<file path="config.mk">
export PLATFORM = sky130hd
export DESIGN_NAME = rsa_modexp_seq
export DESIGN_NICKNAME = d
export VERILOG_FILES = /design/src/rtl/rsa_pkg.sv /design/src/rtl/rsa_exp_bit_src.sv /design/src/rtl/rsa_modexp_seq.sv
export SDC_FILE = /design/constraint.sdc
export NUM_CORES = 1
export LEC_CHECK = 0
export ABC_AREA = 0
export CORE_AREA = 2 2 103 95
export CTS_CLUSTER_DIAMETER = 50
export DETAILED_ROUTE_END_ITERATION = 7
export DIE_AREA = 0 0 105 97
export PLACE_DENSITY = 0.75
export SETUP_SLACK_MARGIN = 0.5
export SLEW_MARGIN = 20
export SYNTH_ARGS = -nofsm -noshare
export SYNTH_HDL_FRONTEND = slang
export SYNTH_SLANG_ARGS = --single-unit
</file>
<file path="constraint.sdc">
create_clock -name clk -period 3.3 [get_ports clk]
set_input_delay 0.33 -clock clk [delete_from_list [all_inputs] [get_ports clk]]
set_output_delay 0.33 -clock clk [all_outputs]
set_load 0.02 [all_outputs]
</file>
<file path="src/rtl/rsa_pkg.sv">
`default_nettype none
// ============================================================================
//  Module   : rsa_pkg
//  Purpose  : Shared types for the RSA modular-exponentiation sequencer:
//             multiplier opcodes, sequencer states and small decode helpers.
//  Revision : 1.0  initial release
// ============================================================================
package rsa_pkg;

   localparam int EXP_W = 4096;

   typedef enum logic [1:0] {
      OP_INIT = 2'd0,
      OP_SQR  = 2'd1,
      OP_MUL  = 2'd2,
      OP_FIN  = 2'd3
   } mul_op_t;

   typedef enum logic [3:0] {
      ST_IDLE  = 4'd0,
      ST_INIT  = 4'd1,
      ST_INITW = 4'd2,
      ST_FETCH = 4'd3,
      ST_FWAIT = 4'd4,
      ST_SQR   = 4'd5,
      ST_SQW   = 4'd6,
      ST_MUL   = 4'd7,
      ST_MULW  = 4'd8,
      ST_NEXT  = 4'd9,
      ST_FIN   = 4'd10,
      ST_FINW  = 4'd11,
      ST_DONE  = 4'd12,
      ST_DRAIN = 4'd13
   } modexp_state_t;

   // States that present a request to the multiplier
   function automatic logic is_issue(modexp_state_t s);
      return (s == ST_INIT) || (s == ST_SQR) || (s == ST_MUL) || (s == ST_FIN);
   endfunction

   // States in which a completion pulse from the multiplier is legitimate
   function automatic logic is_wait(modexp_state_t s);
      return (s == ST_INITW) || (s == ST_SQW) || (s == ST_MULW) ||
             (s == ST_FINW) || (s == ST_DRAIN);
   endfunction

   // Opcode carried by each issue state
   function automatic mul_op_t op_of(modexp_state_t s);
      mul_op_t op;
      case (s)
         ST_SQR:  op = OP_SQR;
         ST_MUL:  op = OP_MUL;
         ST_FIN:  op = OP_FIN;
         default: op = OP_INIT;
      endcase
      return op;
   endfunction

   // Wait state that follows an accepted request from each issue state
   function automatic modexp_state_t wait_of(modexp_state_t s);
      modexp_state_t w;
      case (s)
         ST_SQR:  w = ST_SQW;
         ST_MUL:  w = ST_MULW;
         ST_FIN:  w = ST_FINW;
         default: w = ST_INITW;
      endcase
      return w;
   endfunction

endpackage
`default_nettype wire

</file>
<file path="src/rtl/rsa_exp_bit_src.sv">
`default_nettype none
// ============================================================================
//  Module   : rsa_exp_bit_src
//  Purpose  : Exponent bit source. Issues word reads to the key buffer,
//             holds the fetched 32-bit word and selects the current bit.
//  Revision : 1.0  initial release
// ============================================================================
module rsa_exp_bit_src
   import rsa_pkg::*;
#(
   parameter int AW = 7
) (
   input  logic          clk,
   input  logic          rst,
   input  logic          fetch,
   input  logic          capture,
   input  logic [AW+4:0] idx,
   output logic          exp_rd_o,
   output logic [AW-1:0] exp_addr_o,
   input  logic [31:0]   exp_word_i,
   output logic          bit_val
);

   logic [31:0] word_q;

   assign exp_rd_o   = fetch;
   assign exp_addr_o = idx[AW+4:5];
   assign bit_val    = word_q[idx[4:0]];

   // Hold the exponent word returned one cycle after the read strobe
   always_ff @(posedge clk or posedge rst) begin
      if (rst) begin
         word_q <= '0;
      end else if (capture) begin
         word_q <= exp_word_i;
      end
   end

endmodule
`default_nettype wire

</file>
<file path="src/rtl/rsa_modexp_seq.sv">
`default_nettype none
// ============================================================================
//  Module   : rsa_modexp_seq
//  Purpose  : Left-to-right square-and-multiply sequencer driving a shared
//             Montgomery multiplier, one operation outstanding at a time.
//  Revision : 1.0  initial release
// ============================================================================
module rsa_modexp_seq
   import rsa_pkg::*;
#(
   parameter int EXP_W = rsa_pkg::EXP_W,
   parameter int LEN_W = $clog2(EXP_W + 1),
   parameter int AW    = $clog2(EXP_W / 32)
) (
   input  logic             clk,
   input  logic             rst,
   input  logic             stall,
   input  logic             start_i,
   input  logic             abort_i,
   input  logic [LEN_W-1:0] exp_len_i,
   output logic             exp_rd_o,
   output logic [AW-1:0]    exp_addr_o,
   input  logic [31:0]      exp_word_i,
   output logic             mul_req_o,
   output logic [1:0]       mul_op_o,
   input  logic             mul_ack_i,
   input  logic             mul_done_i,
   output logic             busy_o,
   output logic             done_o,
   output logic             err_o,
   output logic [LEN_W-1:0] bits_left_o
);

   modexp_state_t    state_q;
   logic [LEN_W-1:0] idx_q;
   logic             req_q;
   mul_op_t          op_q;
   logic             err_q;
   logic             bit_val;
   logic             in_wait;
   logic             in_issue;

   assign in_wait  = is_wait(state_q);
   assign in_issue = is_issue(state_q);

   rsa_exp_bit_src #(
      .AW (AW)
   ) u_bit_src (
      .clk        (clk),
      .rst        (rst),
      .fetch      ((state_q == ST_FETCH) && !stall),
      .capture    (state_q == ST_FWAIT),
      .idx        (idx_q[AW+4:0]),
      .exp_rd_o   (exp_rd_o),
      .exp_addr_o (exp_addr_o),
      .exp_word_i (exp_word_i),
      .bit_val    (bit_val)
   );

   assign mul_req_o   = req_q;
   assign mul_op_o    = op_q;
   assign err_o       = err_q;
   assign done_o      = (state_q == ST_DONE);
   assign busy_o      = (state_q != ST_IDLE) && (state_q != ST_DONE);
   assign bits_left_o = busy_o ? (idx_q + LEN_W'(1)) : '0;

   // Sequencer FSM: bit index, multiplier handshake and error tracking
   always_ff @(posedge clk or posedge rst) begin
      if (rst) begin
         state_q <= ST_IDLE;
         idx_q   <= '0;
         req_q   <= 1'b0;
         op_q    <= OP_INIT;
         err_q   <= 1'b0;
      end else begin
         if (abort_i && (state_q != ST_IDLE) && (state_q != ST_DONE)) begin
            // An op the multiplier has accepted must complete before we go idle
            req_q <= 1'b0;
            if ((in_wait && !mul_done_i) || (in_issue && req_q && mul_ack_i)) begin
               state_q <= ST_DRAIN;
            end else begin
               state_q <= ST_IDLE;
            end
         end else begin
            case (state_q)
               ST_IDLE: begin
                  if (start_i && !abort_i) begin
                     err_q <= 1'b0;
                     if ((exp_len_i == '0) || (exp_len_i > LEN_W'(EXP_W))) begin
                        err_q   <= 1'b1;
                        state_q <= ST_DONE;
                     end else begin
                        idx_q   <= exp_len_i - LEN_W'(1);
                        state_q <= ST_INIT;
                     end
                  end
               end
               ST_INIT, ST_SQR, ST_MUL, ST_FIN: begin
                  // Request is raised only when not stalled; once up it holds until ack
                  if (req_q) begin
                     if (mul_ack_i) begin
                        req_q   <= 1'b0;
                        state_q <= wait_of(state_q);
                     end
                  end else if (!stall) begin
                     req_q <= 1'b1;
                     op_q  <= op_of(state_q);
                  end
               end
               ST_INITW: if (mul_done_i) state_q <= ST_FETCH;
               ST_FETCH: if (!stall) state_q <= ST_FWAIT;
               ST_FWAIT: state_q <= ST_SQR;
               ST_SQW: begin
                  if (mul_done_i) state_q <= bit_val ? ST_MUL : ST_NEXT;
               end
               ST_MULW: if (mul_done_i) state_q <= ST_NEXT;
               ST_NEXT: begin
                  if (idx_q == '0) begin
                     state_q <= ST_FIN;
                  end else begin
                     idx_q <= idx_q - LEN_W'(1);
                     // Crossing into the next lower word needs a fresh fetch
                     state_q <= (idx_q[4:0] == 5'd0) ? ST_FETCH : ST_SQR;
                  end
               end
               ST_FINW:  if (mul_done_i) state_q <= ST_DONE;
               ST_DONE:  state_q <= ST_IDLE;
               ST_DRAIN: if (mul_done_i) state_q <= ST_IDLE;
               default:  state_q <= ST_IDLE;
            endcase
         end
         // A completion with no accepted op in flight is a protocol error
         if (mul_done_i && !in_wait) begin
            err_q <= 1'b1;
         end
      end
   end

endmodule
`default_nettype wire

</file>
# Word-level counts from Yosys, hierarchy flattened
# Cells that the tools add are included.
# classes
n_addsub	3
n_mul	0
n_div	0
order_cmp	2
eq_ne	27
shift	0
muxes	35
n_bitwise	3
n_reduce_logical	36
# ops
cell	count
$mux 4	14
$mux 13	4
$pmux 4 s10	1
$logic_not 13->1	2
$pmux 13 s2	1
$sub 13x1->13 const B	2
$eq 4x4->1 const B	6
$ne 3x2->1 const B	6
$eq 4x3->1 const B	4
$add 13x1->13 const B	1
$gt 13x13->1 const B	1
$pmux 4 s3	1
$mux 1	11
$logic_and 1x1->1	9
$logic_or 1x1->1	9
$ne 3x3->1 const B	3
$reduce_and 9->1	1
$eq 4x2->1 const B	2
$reduce_bool 2->1	4
$lt 5x6->1 const B	1
$ne 2x2->1 const B	3
$pmux 2 s3	1
$bmux 1 s5	1
$logic_not 5->1	1
12 further kinds	17
# totals
ff_bits	53
latch_bits	0
ram_bits	0
romBits	0
elab_cells	112
memories	0

# Longest topological paths before layout
# depth
word_depth	9
depth_mapped	12
depth_no_buf	8

# By module
# From an unflattened synthesis, not the netlist that was laid out.
# hier_totals
hier_cells	427
hier_area_um2	3806.2
# by_module_without_submodules
module	n_inst	cells_per_inst	area_each_um2
rsa_modexp_seq	1	309	2237.1
rsa_exp_bit_src	1	118	1569.0

# Worst setup path before layout
# No wires, ideal clock.
# synth_path
kind	register to register
from	reg state_q[2]
to	reg idx_q[8]
arrival_ps	2538
setup_slack_ps	638
stages_incl_launch_ff	13
n_path_buf	4
cell_sequence	dfrtp_1 > buf_2 > nand4bb_1 > clkbuf_1 > buf_2 > buf_2 > nor2_1 > a21oi_1 > ha_1 > nand4_1 > or3b_1 > a31oi_1 > a21oi_1
# synth_via
elab_chain_cells	5
word_cells_on_any_way	13
cone_classes	eq/ne (5); mux (1); bitwise (1); reduce/logical (6)
# synth_rtl
item	line	rtl
from (decl)	rsa_modexp_seq.sv:34	modexp_state_t state_q;
from (signal assigned)	rsa_modexp_seq.sv:103	state_q <= wait_of(state_q);
from (signal assigned)	rsa_modexp_seq.sv:114	if (mul_done_i) state_q <= bit_val ? ST_MUL : ST_NEXT;
from (signal assigned)	rsa_modexp_seq.sv:123	state_q <= (idx_q[4:0] == 5'd0) ? ST_FETCH : ST_SQR;
parallel branches: the longest is 5 deep, another holds $reduce_and 5->1	--	
to (signal assigned)	rsa_modexp_seq.sv:93	idx_q <= exp_len_i - LEN_W'(1);
to (signal assigned)	rsa_modexp_seq.sv:121	idx_q <= idx_q - LEN_W'(1);
to (decl)	rsa_modexp_seq.sv:35	logic [LEN_W-1:0] idx_q;
# Several ways; the timed one is not identified.
# A chain may end at the register's enable or synchronous reset.

# Worst setup path in the final report
# layout_path
from	reg state_q[0]
to	out bits_left_o[5]
# layout_via
elab_chain_cells	3
word_cells_on_any_way	4
cone_classes	eq/ne (1); mux (1); reduce/logical (2)
# layout_rtl
item	line	rtl
$ne 4x4->1 or $reduce_bool 4->1 (tied branches)	rsa_modexp_seq.sv:64	assign busy_o = (state_q != ST_IDLE) && (state_q != ST_DONE);
$logic_and 1x1->1 (*)	rsa_modexp_seq.sv:64	
$mux 13 (*)	rsa_modexp_seq.sv:65	assign bits_left_o = busy_o ? (idx_q + LEN_W'(1)) : '0;
to (decl)	rsa_modexp_seq.sv:31	output logic [LEN_W-1:0] bits_left_o
# Every way passes the cells marked *; elsewhere a longest branch is shown, timed or not.

==> metrics <==
Mapped Nets=roughly 460; GPL Wtd Cong=0.851; Placed Cells=582; initial antenna violation count=0; largest family of logic cells by synthesized area=simple AND/OR/NAND/NOR gates; simple-gate share of the synthesized area=0.210; sequential share of power=0.293; compound-cell area share of the yosys netlist=0.161; CTS root buffer=clkbuf_8; highest clock rate=0.372 GHz; CTS tree=yes; Worst EP required=2.97 ns; Int Power=2.52 mW; Worst Hold Class=input pin to async pin; cell area power density=949 mW/mm^2; gr ovfl total=0; max-slew violation count=0; TritonCTS buffer count=5; most frequent cells in the layout=clkdlybuf4s50_1 (77), dfrtp_1 (48), nor2_1 (35), nand2_1 (32); Period minus WS final=2.69 ns; layout cells sized above 1=0.153; final worst-path cycle share=0.816; Rel. slew slack=0.528; post-detailed-route wirelength per cell=15.8 um; Skew-Pair Late Insertion Delay=between 0.3 and 0.4 ns; Clock Sinks=53; setup slack, reg-to-reg=0.75 ns; fin nets=524; RR Startpoint=state_q[0]; syn avg cell area=9.26 um^2; DIE HEIGHT=97 um; post-route cell area=0.00475 mm^2; commonest non-fill, non-tap cell in the layout=clkdlybuf4s50_1; maximum VDD drop=0.421 mV; PortBufs=78; initial core utilization=0.420; Fin. Hold Viols=0; Seq/Total Area, Yosys=0.351; sw frac=0.442; Comb power frac=0.598; Leakage Power=~1.8 nW; Die Span X=105 um; RSZ-0062 raised after global routing=true; CP max stage delay=roughly 0.58 ns; ys async rst share=1.00; clock power share=0.109; Initial DRC Count=144; post-synthesis cell type count=67; WP buf/inv=2; # rows=33; Worst Path Max Fanout=15; H-tree levels=2; Placement Cell Area=0.00460 mm^2; CTS max path bufs=2; remaining routing DRC violations=0; Fin Setup TNS=0 ns; Yosys reg bits=53; CORE AREA=0.00900 mm^2; Max-cap violations=0; Synth Area in Adders=0.00993; Post-Layout Cell Count=between 500 and 600; # setup viols final=0; final wirelength=9360 um; vias in the first global route=3,164; crit-path cells=buf_4 -> nor3_4 -> a21oi_1 -> clkdlybuf4s50_1; Crit-path slowest cell=clkdlybuf4s50_1; critical path's top delay family=buffers and inverters; num ports=79; GRT Total Usage=0.180; mux cell area share after synthesis=0.174; Post-Syn Instances=408; worst path arrival time=2.36 ns; crit path launch=state_q[0]; xor and xnor area share after synthesis=0.0324; dpl hpwl=6870 um; status=finished, final reports clean; CTS clk-pin slew, worst paths=approximately 0.12 ns; Worst setup SP type=flop; P&R area growth vs syn=25.8%; worst setup path class=flop to output port; Die Footprint=0.0102 mm^2; ys flop type=dfrtp_1; Diodes inserted=0; TritonRoute pass-1 iters=4; largest net degree at the start of global routing=54; first-pass GRT wire length=~15,000 um; clk_skew=0.0114 ns; Slew @ Worst Pin=around 0.70 ns; CP Capture Type=output port; synth warn=0; DR vias=3,367; Antenna Nets Post-Route=0; number of enable flip-flop cells after synthesis=0; Mapped Area=0.00378 mm^2; Sw Pwr=1.99 mW; via/cell ratio=5.69
## layout make-up
type                    count  area (um^2)
fillers                   845         4250
repair buffers             91          881
inverters                   8         32.5
clock inverters             3         50.0
clock buffers               5         68.8
flip-flops and latches     53         1330
well taps                 122          153
multi-input cells         310         2240
## final timing paths
path | to | cells after the start
min | u_bit_src.word_q[31] | 2
max reg2reg | idx_q[12] | 8
max in group asynchronous | idx_q[5] | 2
min reg2reg | u_bit_src.word_q[8] | 1
min in group clk | u_bit_src.word_q[8] | 1
max | bits_left_o[5] | 4
## power by group through the flow
| stage | Combinational, mW | Sequential (mW) | Clock, mW |
|---|---|---|---|
| 3_3_place_gp | 2.60 | 1.32 | 0 |
| 3_5_place_dp | 2.64 | 1.34 | 0 |
| 2_1_floorplan | 2.00 | 1.17 | 0 |
| 4_1_cts | 2.67 | 1.33 | 0.493 |
| 6_report | 2.69 | 1.32 | 0.492 |
| 5_1_grt | 2.93 | 1.37 | 0.515 |
## cells by family (layout without fill, tap and decap cells)
logic type                 Yosys count  count (layout)
DFF                                 53              53
AOI/OAI and AO/OA                   90              90
adders and majority gates            3               3
xor gates and xnor gates            14              14
muxes                               56              56
buffers and inverters               45             107
and+or+nand+nor                    147             147
## stage by stage
stage          power [mW]   util  worst slack [ns]  hold WS (ns)
2_1_floorplan        3.16      -             0.638         0.457
3_3_place_gp         3.92  0.510             0.515         0.467
3_5_place_dp         3.98  0.511             0.494         0.475
4_1_cts              4.49  0.525             0.490         0.483
5_1_grt              4.81  0.528             0.478         0.514
6_report             4.51  0.528             0.609         0.446
## registers in the layout (all words and copies together), names as in the netlist
name / count
err_o: 1
idx_q: 13
mul_op_o: 2
mul_req_o: 1
state_q: 4
u_bit_src.word_q: 32
## per-layer routing
layer  vias up  GRT usage  wire (um)
met5         -          0          0
met4         0     0.0472        108
met3        10     0.0364        602
met2       108      0.294       4370
met1      1649      0.246       4280
li1       1600          -          -
## cell usage after synthesis, types with 4 or more instances
cell / n / area (um^2)
nand2b_1: 10 / 62.6
o31ai_1: 4 / 30.0
mux2_2: 27 / 304
clkbuf_1: 12 / 45.0
xor2_1: 9 / 78.8
nor3_1: 10 / 50.1
a21oi_1: 27 / 135
nand2_1: 32 / 120
o21ai_1: 6 / 30.0
nor2b_1: 10 / 62.6
nand3_1: 16 / 80.1
inv_1: 8 / 30.0
nand4_1: 5 / 31.3
xnor2_1: 5 / 43.8
buf_2: 13 / 65.1
buf_4: 9 / 67.6
nor2_1: 37 / 139
mux2i_1: 15 / 150
mux2_1: 10 / 113
mux4_2: 4 / 90.1
o21ai_0: 10 / 50.1
o22ai_1: 6 / 37.5
dfrtp_1: 53 / 1330
## repair_timing
action	in CTS	in global routing
hold buffers	0	0
setup endpoints to repair	14	4
setup buffers	0	2
resized for setup	2	7
gates cloned	0	0
Power figures use the tool's default switching activity.
